[src/rtl/xy2_pkg.sv]
// rtl/xy2_pkg.sv - XY2-100 frame constants, FSM state encoding and parity helper
package xy2_pkg;

    localparam int XY2_FRAME_BITS = 20;
    localparam int XY2_DATA_BITS  = 16;
    localparam int XY2_CTRL_BITS  = 3;
    localparam logic [XY2_CTRL_BITS-1:0] XY2_CTRL_POS = 3'b001;

    typedef enum logic [1:0] {
        IDLE  = 2'd0,
        RECV  = 2'd1,
        HUNT  = 2'd2,
        CHECK = 2'd3
    } xy2_state_e;

    // Returns 0 for a frame with even parity over all bits.
    function automatic logic xy2_parity(input logic [XY2_FRAME_BITS-1:0] frame);
        return ^frame;
    endfunction

endpackage

[src/rtl/xy2_rx_chan.sv]
// rtl/xy2_rx_chan.sv - one XY2-100 channel: frame shift register with parity and control checks
module xy2_rx_chan
    import xy2_pkg::*;
#(
    parameter logic [XY2_CTRL_BITS-1:0] CTRL_EXP = XY2_CTRL_POS
) (
    input  logic                     clk,
    input  logic                     reset,
    input  logic                     shift_en,
    input  logic                     clr,
    input  logic                     din,
    output logic [XY2_DATA_BITS-1:0] data,
    output logic                     par_ok,
    output logic                     ctrl_ok
);

    logic [XY2_FRAME_BITS-1:0] shreg_q;
    logic [XY2_FRAME_BITS-1:0] shreg_d;
    logic [XY2_FRAME_BITS-1:0] shreg_base;

    // clr together with shift_en starts a fresh frame with the incoming bit.
    always_comb begin
        shreg_base = clr ? '0 : shreg_q;
        shreg_d    = shreg_base;
        if (shift_en) begin
            shreg_d = {shreg_base[XY2_FRAME_BITS-2:0], din};
        end
    end

    always_ff @(posedge clk or posedge reset) begin
        if (reset) begin
            shreg_q <= '0;
        end else begin
            shreg_q <= shreg_d;
        end
    end

    assign data    = shreg_q[XY2_DATA_BITS:1];
    assign ctrl_ok = (shreg_q[XY2_FRAME_BITS-1 -: XY2_CTRL_BITS] == CTRL_EXP);
    assign par_ok  = ~xy2_parity(shreg_q);

endmodule

[src/rtl/xy2_100_rx.sv]
// rtl/xy2_100_rx.sv - XY2-100 galvo-link receiver: synchronisers, sample detect, framing FSM
module xy2_100_rx
    import xy2_pkg::*;
#(
    parameter int                       SYNC_STAGES = 2,
    parameter int                       TIMEOUT_CYC = 64,
    parameter logic [XY2_CTRL_BITS-1:0] CTRL_EXP    = XY2_CTRL_POS
) (
    input  logic        clk,
    input  logic        reset,
    input  logic        sendck,
    input  logic        sync,
    input  logic        chl_x,
    input  logic        chl_y,
    output logic [15:0] x_data,
    output logic [15:0] y_data,
    output logic        data_valid,
    output logic [1:0]  par_err,
    output logic [1:0]  ctrl_err,
    output logic        frame_err,
    output logic [15:0] frame_cnt
);

    localparam int         TW       = $clog2(TIMEOUT_CYC + 1);
    localparam logic [4:0] LAST_BIT = 5'(XY2_FRAME_BITS - 1);

    // Per stage: {sendck, sync, chl_x, chl_y}
    logic [SYNC_STAGES-1:0][3:0] meta_q, meta_d;
    logic                        ck_prev_q, ck_prev_d;
    xy2_state_e                  state_q, state_d;
    logic [4:0]                  bit_cnt_q, bit_cnt_d;
    logic [TW-1:0]               tmo_q, tmo_d;
    logic [15:0]                 x_data_q, x_data_d;
    logic [15:0]                 y_data_q, y_data_d;
    logic                        data_valid_q, data_valid_d;
    logic [1:0]                  par_err_q, par_err_d;
    logic [1:0]                  ctrl_err_q, ctrl_err_d;
    logic                        frame_err_q, frame_err_d;
    logic [15:0]                 frame_cnt_q, frame_cnt_d;

    logic        ck_cur, sync_s, x_s, y_s, smp;
    logic        shift_en, clr;
    logic [15:0] x_word, y_word;
    logic        x_par_ok, y_par_ok, x_ctrl_ok, y_ctrl_ok;

    assign ck_cur = meta_q[SYNC_STAGES-1][3];
    assign sync_s = meta_q[SYNC_STAGES-1][2];
    assign x_s    = meta_q[SYNC_STAGES-1][1];
    assign y_s    = meta_q[SYNC_STAGES-1][0];
    assign smp    = ck_prev_q & ~ck_cur;

    xy2_rx_chan #(.CTRL_EXP(CTRL_EXP)) u_chan_x (
        .clk      (clk),
        .reset    (reset),
        .shift_en (shift_en),
        .clr      (clr),
        .din      (x_s),
        .data     (x_word),
        .par_ok   (x_par_ok),
        .ctrl_ok  (x_ctrl_ok)
    );

    xy2_rx_chan #(.CTRL_EXP(CTRL_EXP)) u_chan_y (
        .clk      (clk),
        .reset    (reset),
        .shift_en (shift_en),
        .clr      (clr),
        .din      (y_s),
        .data     (y_word),
        .par_ok   (y_par_ok),
        .ctrl_ok  (y_ctrl_ok)
    );

    always_comb begin
        meta_d       = {meta_q[SYNC_STAGES-2:0], {sendck, sync, chl_x, chl_y}};
        ck_prev_d    = ck_cur;
        state_d      = state_q;
        bit_cnt_d    = bit_cnt_q;
        tmo_d        = '0;
        x_data_d     = x_data_q;
        y_data_d     = y_data_q;
        frame_cnt_d  = frame_cnt_q;
        data_valid_d = 1'b0;
        par_err_d    = 2'b00;
        ctrl_err_d   = 2'b00;
        frame_err_d  = 1'b0;
        shift_en     = 1'b0;
        clr          = 1'b0;

        case (state_q)
            IDLE: begin
                if (smp && sync_s) begin
                    shift_en  = 1'b1;
                    clr       = 1'b1;
                    bit_cnt_d = 5'd1;
                    state_d   = RECV;
                end
            end
            RECV: begin
                if (smp) begin
                    if (sync_s && bit_cnt_q == LAST_BIT) begin
                        frame_err_d = 1'b1;
                        state_d     = HUNT;
                    end else if (sync_s) begin
                        shift_en  = 1'b1;
                        bit_cnt_d = bit_cnt_q + 5'd1;
                    end else if (bit_cnt_q == LAST_BIT) begin
                        shift_en = 1'b1;
                        state_d  = CHECK;
                    end else begin
                        frame_err_d = 1'b1;
                        state_d     = IDLE;
                    end
                end else if (tmo_q == TW'(TIMEOUT_CYC - 1)) begin
                    frame_err_d = 1'b1;
                    state_d     = IDLE;
                end else begin
                    tmo_d = tmo_q + 1'b1;
                end
            end
            HUNT: begin
                // Sync stuck high: wait for the low (parity) slot before re-arming.
                if (smp && !sync_s) begin
                    state_d = IDLE;
                end
            end
            CHECK: begin
                state_d = IDLE;
                if (x_par_ok && y_par_ok && x_ctrl_ok && y_ctrl_ok) begin
                    x_data_d     = x_word;
                    y_data_d     = y_word;
                    data_valid_d = 1'b1;
                    frame_cnt_d  = frame_cnt_q + 16'd1;
                end else begin
                    par_err_d  = {~y_par_ok, ~x_par_ok};
                    ctrl_err_d = {~y_ctrl_ok, ~x_ctrl_ok};
                end
            end
            default: state_d = IDLE;
        endcase
    end

    always_ff @(posedge clk or posedge reset) begin
        if (reset) begin
            meta_q       <= '0;
            ck_prev_q    <= 1'b0;
            state_q      <= IDLE;
            bit_cnt_q    <= '0;
            tmo_q        <= '0;
            x_data_q     <= '0;
            y_data_q     <= '0;
            data_valid_q <= 1'b0;
            par_err_q    <= 2'b00;
            ctrl_err_q   <= 2'b00;
            frame_err_q  <= 1'b0;
            frame_cnt_q  <= '0;
        end else begin
            meta_q       <= meta_d;
            ck_prev_q    <= ck_prev_d;
            state_q      <= state_d;
            bit_cnt_q    <= bit_cnt_d;
            tmo_q        <= tmo_d;
            x_data_q     <= x_data_d;
            y_data_q     <= y_data_d;
            data_valid_q <= data_valid_d;
            par_err_q    <= par_err_d;
            ctrl_err_q   <= ctrl_err_d;
            frame_err_q  <= frame_err_d;
            frame_cnt_q  <= frame_cnt_d;
        end
    end

    assign x_data     = x_data_q;
    assign y_data     = y_data_q;
    assign data_valid = data_valid_q;
    assign par_err    = par_err_q;
    assign ctrl_err   = ctrl_err_q;
    assign frame_err  = frame_err_q;
    assign frame_cnt  = frame_cnt_q;

endmodule

[config.mk]
export PLATFORM = sky130hd
export DESIGN_NAME = xy2_100_rx
export DESIGN_NICKNAME = d
export VERILOG_FILES = /design/src/rtl/xy2_pkg.sv /design/src/rtl/xy2_rx_chan.sv /design/src/rtl/xy2_100_rx.sv
export SDC_FILE = /design/constraint.sdc
export NUM_CORES = 1
export LEC_CHECK = 0
export CORE_UTILIZATION = 56
export DETAILED_ROUTE_END_ITERATION = 10
export PLACE_DENSITY = 0.86
export SYNTH_ARGS = -nofsm -noshare
export SYNTH_HDL_FRONTEND = slang
export SYNTH_HIERARCHICAL = 1
export SYNTH_SLANG_ARGS = --single-unit
[constraint.sdc]
create_clock -name clk -period 2.9 [get_ports clk]
set_input_delay 0.435 -clock clk [delete_from_list [all_inputs] [get_ports clk]]
set_output_delay 0.435 -clock clk [all_outputs]
set_load 0.005 [all_outputs]
==> results.cfg <==
[final_layout]
layout-drive-gt1-share = 0.163
fillers = 564
layout.nets = 477
n_antenna_cell = 0
stdcell_count = 587
synthToLayoutAreaGrowth_pct = 21.5

[route]
num_vias = 3229
routed_wl_um = 10300
dr.pass1.iters = 4
avgViaCountPerCell = 5.50
drt_iter0_drc = 144
drc = 0
wl_per_cell_um = 17.5
ant_nets = 0

[timing]
hold_viol = 0
rsz0062_at_grt = false
fin_crit_sh = 0.934
fin_hold_ws_ps = 344
setup_tns_ps = 0
setup_ws_ps = 191
tightest_slew_ps = 810
fmax_mhz = 369
setup_viol = 0
max_slew_margin = 0.459
fin_skew_ps = 4.72
drv_slew = 0
period_minus_slack_ps = 2710

[synth]
yosysUniqueCellTypes = 38
yosys.area.top_type = dfrtp_1
synthDominantCellAreaShare = 0.557
synthesis.instances = 425
synth-async-reset-ratio = 1.00
synth-seq-area-share = 0.557
synth-main-ff-cell = dfrtp_1
synth_most_common_cell = dfrtp_1
synth_area_sq_um = 5250
synth-seq-cells = 117
netlist_top_cells_count = dfrtp_1, nor2_1, xnor2_1, mux2i_1, buf_4
postSynthNetCount = 436
synth_edf_count = 0
ys_top_cells_by_area = dfrtp_1, mux2i_1, mux2_2
avgSynthCellArea_sq_um = 12.4
yosysWarnings = 6

[worst_setup_path]
reg2reg_from = u_chan_y/shreg_q[5]
worstPathRequired_ps = 3290
reg2reg_to = frame_cnt[15]
path_max_fanout = 4
rrSetupSlack_ps = 190
path_class = register to register
worstPathArrival_ps = 3100
reg2reg_depth = 8
start_kind = register
endpoint_kind = register

[clock_network]
cts_buffers = 17
ctsHoldBuffers = 0
clock-sinks = 117
cts_tree = yes
htreeDepth = 4
cts_setup_buffers = 0
clk_latency_ps = 510
cts.path.max_buffers = 2
cts-root-buf = clkbuf_8
clk_pin_slew_ps = 60

[grt]
grt_max_degree = 44
track_usage = 0.233
grt_pass1_vias = 3455
grt_pass1_wl_um = 17400
antenna_found_initial = 0
grt_overflow = 0

[die]
die_area_sq_um = 9770
die_w_um = 98.9
io_pins = 60
start_util = 0.591
die_h_um = 98.9
core_sq_um = 8890
rows = 34

[flow_run]
drv_cap = 0

[placement]
dp.cells = 555
dpl.hpwl_um = 6250
gp_congestion = 0.791
io_buffers = 59
pre_cts_slack_ps = 200

[pwr]
peakVddDrop_v = 0.000419
p_per_area_nw_per_um2 = 658
leakagePower_nw = 2.99

[status]
status = finished clean

[hold_path]
hold_path.class = primary input to async pin
-- worst max-delay path by stage --
stage	from	end	slack, ps	depth (start not counted)
after floorplan	bit_cnt_q[0]	u_chan_x/shreg_q[19]	400	8
after global placement	u_chan_y/shreg_q[5]	frame_cnt[15]	320	8
after detailed placement	bit_cnt_q[0]	u_chan_y/shreg_q[10]	200	8
after CTS	bit_cnt_q[0]	u_chan_x/shreg_q[16]	140	8
after global routing	u_chan_y/shreg_q[8]	frame_cnt[15]	20	8
final	u_chan_y/shreg_q[5]	frame_cnt[15]	190	8
-- where the power goes --
group	switching [mW]	internal, mW	total [mW]
Clock	0.712	1.42	2.13
Sequential	0.0586	1.68	1.74
Combinational	0.178	0.149	0.327
-- stage by stage --
step | power, mW | util | cell area [sq um]
2_1_floorplan | 2.03 | - | 5250
3_3_place_gp | 2.07 | 0.649 | 5770
3_5_place_dp | 2.09 | 0.649 | 5770
4_1_cts | 4.22 | 0.717 | 6380
5_1_grt | 4.33 | 0.718 | 6380
6_report | 4.20 | 0.718 | 6380
-- logic make-up after synthesis --
group | share of synthesized area
AO/OA/AOI/OAI | 0.0174
XOR/XNOR | 0.102
adder cells (fa/ha/maj) | 0.0119
buffers and inverters | 0.0610
flip-flops | 0.557
multiplexers | 0.145
AND/OR/NAND/NOR | 0.106
-- metal layers --
metal | GRT usage | up-vias | wire, um
met5 | 0 | - | 0
met3 | 0.0660 | 14 | 426
li1 | - | 1493 | -
met1 | 0.302 | 1650 | 4620
met2 | 0.379 | 72 | 5100
met4 | 0.0792 | 0 | 140
-- timing repair --
action,CTS,global route
hold endpoints to repair,0,0
resized for setup,0,1
setup endpoints to repair,0,36
-- cell type report --
cell class	count	area, sq um	area share
multi-input cells	259	2030	0.318
clock inverters	8	120	0.0188
inverters	6	22.5	0.00353
flip-flops and latches	117	2930	0.459
repair buffers	65	661	0.103
well taps	108	135	0.0212
clock buffers	24	490	0.0768
-- critical path: stages, from the launching register on --
cell and delay [ps]:
dfrtp_1 410, xnor2_1 240, xnor2_1 150, xnor3_1 420, xnor2_1 320, nand3_1 250
nor4_2 470, nand4_1 170, xnor2_1 160
-- layout by cell type (no fill, tap or decap), drive strengths merged, types with 2 or more instances in the layout --
cell	instances
clkinv	3
nand2b	2
buf	6
bufinv	3
a22o	3
xnor2	40
clkinvlp	2
nor3b	3
o21ai	2
and3	7
dfrtp	117
nand3	9
nor2	56
clkdlybuf4s50	59
mux2	33
inv	6
nor2b	2
ha	5
clkbuf	24
a21oi	2
xor2	16
nor3	7
and4	2
nand2	11
nand4	6
xnor3	2
mux2i	39
-- sequential cells by signal, summed over array words and instances, names as in the netlist, 2 cells and up --
| signal | count |
|---|---|
| y_data | 16 |
| meta_d | 4 |
| x_data | 16 |
| u_chan_y/shreg_q | 20 |
| bit_cnt_q | 5 |
| par_err | 2 |
| u_chan_x/shreg_q | 20 |
| frame_cnt | 16 |
| ctrl_err | 2 |
| meta_q | 3 |
| state_q | 2 |
| tmo_q | 7 |
Power figures use the tool's default switching activity.
==> edit 1, RTL diff (same settings) <==
The 4 states of `xy2_state_e` get a one-hot encoding in 4 bits.
--- a/src/rtl/xy2_pkg.sv
+++ b/src/rtl/xy2_pkg.sv
@@ -8,7 +8,7 @@
 
-    typedef enum logic [1:0] {
-        IDLE  = 2'd0,
-        RECV  = 2'd1,
-        HUNT  = 2'd2,
-        CHECK = 2'd3
+    typedef enum logic [3:0] {
+        IDLE  = 4'b0001,
+        RECV  = 4'b0010,
+        HUNT  = 4'b0100,
+        CHECK = 4'b1000
     } xy2_state_e;
Function: same outputs for any inputs over 10 cycles, from zero or initial values and one cycle with reset high; not proved beyond that.
==> edit 1 against the unedited design <==
- power shrank 6.4%
- worst setup slack lost 0.013 ns
- design area rose by 1.8%
- global-route usage is 0.73 points lower
- wire length shrank 1.8%
- sequential cell count rose by 2
- synthesized area up 2.7%
- largest power group unchanged
- highest routed layer unchanged
==> edit 1: results (changes against the unedited design) <==
{| class="wikitable"
! Metric !! Value
|-
| Result of the run || complete, no violations (unchanged)
|-
| Sequential share of cell area || 45.83% (was 45.86%)
|-
| Area of the die || 10030 µm² (was 9773 µm²)
|-
| Pin count of the biggest net entering global routing || 41 (was 44)
|-
| Max VDD drop || 0.0004324 V (was 0.0004194 V)
|-
| Wire length of the first global-routing pass || 17.15 mm (was 17.38 mm)
|-
| Fraction of area in multi-input gates || 31.67% (was 31.75%)
|-
| Total met2 wirelength after detailed routing || 5.185 mm (was 5.098 mm)
|-
| Cell types occupying the most area after synthesis || dfrtp_1, xnor2_1, mux2i_1 (was dfrtp_1, mux2i_1, mux2_2)
|-
| DR WL/cell || 16.42 µm (was 17.51 µm)
|-
| Fill cell total of the finished layout || 652 (was 564)
|-
| Fraction of layout cells with a size suffix above 1 || 17.28% (was 16.28%)
|-
| Leakage power || 2.999 nW (was 2.992 nW)
|-
| Total track usage || 22.58% (was 23.30%)
|-
| Non-clock buffer contribution to total cell area || 10.63% (was 10.35%)
|-
| Number of combinational gates with multiple inputs || 261 (was 259)
|-
| Global placement routability congestion || 0.7817 (was 0.7914)
|-
| FF+latch count || 119 (was 117)
|-
| Met1 track utilization from global routing || 28.04% (was 30.19%)
|-
| HPWL after DPL || 6.383 mm (was 6.247 mm)
|-
| Post-synth net total || 444 (was 436)
|-
| Synth Area in Compound Gates || 1.484% (was 1.739%)
|-
| Critical path peak fanout || 17 (was 4)
|-
| Met2 Track Usage GR || 37.67% (was 37.92%)
|-
| Multiplexer area fraction after synthesis || 14.31% (was 14.50%)
|-
| Distinct cell type count after synthesis || 40 (was 38)
|-
| Number of clock buffers in the layout || 19 (was 24)
|-
| Fraction of power spent switching nets || 22.68% (was 22.58%)
|-
| Remaining max-slew budget at the tightest pin || 48.74% (was 45.91%)
|-
| Net count, final || 484 (was 477)
|-
| Top cells by count, synth || dfrtp_1, nor2_1, xnor2_1 (unchanged)
|-
| Number of buffers other than clock buffers in the final layout || 69 (was 65)
|-
| Final std cells w/o fill || 615 (was 587)
|-
| Post-synthesis instance total || 433 (was 425)
|-
| Via count of the first global-routing pass || 3478 (was 3455)
|-
| Post-placement worst setup slack || 0.2766 ns (was 0.1997 ns)
|-
| Worst-case clock skew || 0.008706 ns (was 0.004717 ns)
|}
[edit 1: critical path: stages, from the launching register on]
cell     delay, ns
dfrtp_1       0.42
xnor2_1       0.25
xnor2_1       0.16
xnor3_1       0.43
xnor2_1       0.25
nand4_1       0.12
buf_4         0.20
nor2_8        0.11
buf_4         0.28
mux2_2        0.38
[edit 1: worst paths after layout]
| path | startpoint | to | slack (ns) | cells past startpoint |
|---|---|---|---|---|
| setup reg to reg | u_chan_y/shreg_q[8] | y_data[14] | 0.18 | 9 |
| min in group asynchronous | reset | bit_cnt_q[4] | 0.46 | 3 |
| max in group asynchronous | reset | u_chan_x/shreg_q[14] | 1.93 | 2 |
| hold / removal | meta_d[7] | ck_cur | 0.35 | 0 |
| hold reg to reg | meta_d[7] | ck_cur | 0.35 | 0 |
| setup / recovery | u_chan_y/shreg_q[8] | y_data[14] | 0.18 | 9 |
==> edit 2, RTL diff (config.mk and constraints unchanged) <==
Made on the original files. Put one more register stage on the output `frame_cnt`, cleared by the reset. The value now appears one clock later. The other outputs are not delayed to match.
--- a/src/rtl/xy2_100_rx.sv
+++ b/src/rtl/xy2_100_rx.sv
@@ -178,3 +178,9 @@
     assign frame_err  = frame_err_q;
-    assign frame_cnt  = frame_cnt_q;
+    always_ff @(posedge clk or posedge reset) begin
+        if (reset) begin
+            frame_cnt <= '0;
+        end else begin
+            frame_cnt <= frame_cnt_q;
+        end
+    end
 
Check against the original RTL: no difference found for any inputs over 10 cycles, from zero or initial values and one cycle with reset high; that may be too few to reach the edited logic, so the function may still have changed.
==> edit 2 against the unedited design <==
- via count rose by 2.7%
- worst setup slack got worse by 0.063 ns
- highest routed layer unchanged
- wire length fell by 2.9%
- clock skew rose by 0.0051 ns
- synthesized area rose by 7.6%
- critical path depth did not move
- power rose by 10%
- global-route usage fell by 2.3 points
- combinational power rose by 29%
- sequential cell count rose by 16
- design area rose by 7.5%
==> edit 2: results (changes against the unedited design) <==
{| class="wikitable"
! Metric !! Value
|-
| R2R setup slack || 0.13 ns (was 0.19 ns)
|-
| Via count of the first global-routing pass || 3510 (was 3455)
|-
| Global routing usage on met3 || 5.540% (was 6.596%)
|-
| Met3 layer wire length in the routed design || 374 µm (was 426 µm)
|-
| Distinct cell type count after synthesis || 36 (was 38)
|-
| TritonRoute pass-1 iters || 5 (was 4)
|-
| Result of the run || complete, no violations (unchanged)
|-
| Post-synth net total || 459 (was 436)
|-
| End of the worst register-to-register path || u_chan_y/shreg_q[6] (was frame_cnt[15])
|-
| Met2 Track Usage GR || 34.46% (was 37.92%)
|-
| Critical path's largest stage delay || 0.56 ns (was 0.47 ns)
|-
| Area of the die || 10500 µm² (was 9773 µm²)
|-
| Area after detailed placement || 6221 µm² (was 5767 µm²)
|-
| Pin count of the biggest net entering global routing || 47 (was 44)
|-
| Max VDD drop || 0.0005633 V (was 0.0004194 V)
|-
| Overall via count from detail_route || 3317 (was 3229)
|-
| Leakage power || 3.197 nW (was 2.992 nW)
|-
| Global placement routability congestion || 0.7444 (was 0.7914)
|-
| Total track usage || 20.96% (was 23.30%)
|-
| Wire length of the first global-routing pass || 16.67 mm (was 17.38 mm)
|-
| Kind of cell adding the most delay to the critical path || simple AND/OR/NAND/NOR gates (was XOR/XNOR gates)
|-
| Critical path peak fanout || 42 (was 4)
|-
| Hold slack || 0.3302 ns (was 0.3443 ns)
|-
| M1 WL || 4.441 mm (was 4.615 mm)
|-
| Endpoint arrival time on the critical path || 3.14 ns (was 3.10 ns)
|}
==> edit 2: changes by cell type after synthesis, moves of 2 or more <==
cell	delta
or2b_1	+2
buf_4	-3
buf_2	+3
inv_1	+2
and3_1	-2
dfrtp_1	+16
nand3_1	+3
nand2_1	+3
==> edit 2: final cells by class <==
cell class	instances	area share, %
Clock buffer	17	6.035
Clock inverter	15	2.990
Timing Repair Buffer	67	10.03
Sequential cell	133	48.50
Tap cell	133	2.425
Multi-Input combinational cell	263	29.57
Inverter	8	0.4558
==> edit 2: metrics by stage <==
stage	setup WS, ns	utilization (%)	instances
after floorplan	0.04469	-	448
after global placement	0.1814	63.65	603
after detailed placement	0.06919	63.65	603
after CTS	0.003149	69.98	635
after global routing	0.01286	70.21	636
final	0.1275	70.21	636
==> edit 2: logic make-up after synthesis <==
kind of cell    after synthesis  share of synthesized area [%]
compound gates               11                          1.261
xor+xnor                     58                          9.473
fa+ha+maj                     5                          1.107
buf+inv                      52                          5.865
flops                       133                          58.88
mux                          71                          13.30
simple gates                118                          10.12
==> edit 2: worst min-delay path by stage <==
stage            endpoint  depth (start not counted)
2_1_floorplan      ck_cur                          0
3_3_place_gp    meta_q[5]                          0
3_5_place_dp       ck_cur                          0
4_1_cts        y_data[13]                          2
5_1_grt         meta_d[4]                          1
6_report       y_data[13]                          2
==> edit 2: where the power goes <==
part           switching [W]  leakage [nW]  internal (W)
combinational       0.000216          1.08      0.000205
clock               0.000811         0.294       0.00140
sequential         0.0000803          1.83       0.00193
==> edit 2: repair_timing <==
action	in CTS	in global routing
gates resized for setup	0	2
setup buffers	0	1
setup endpoints to repair	0	7
hold buffers	0	0
endpoints found under the hold margin	0	0
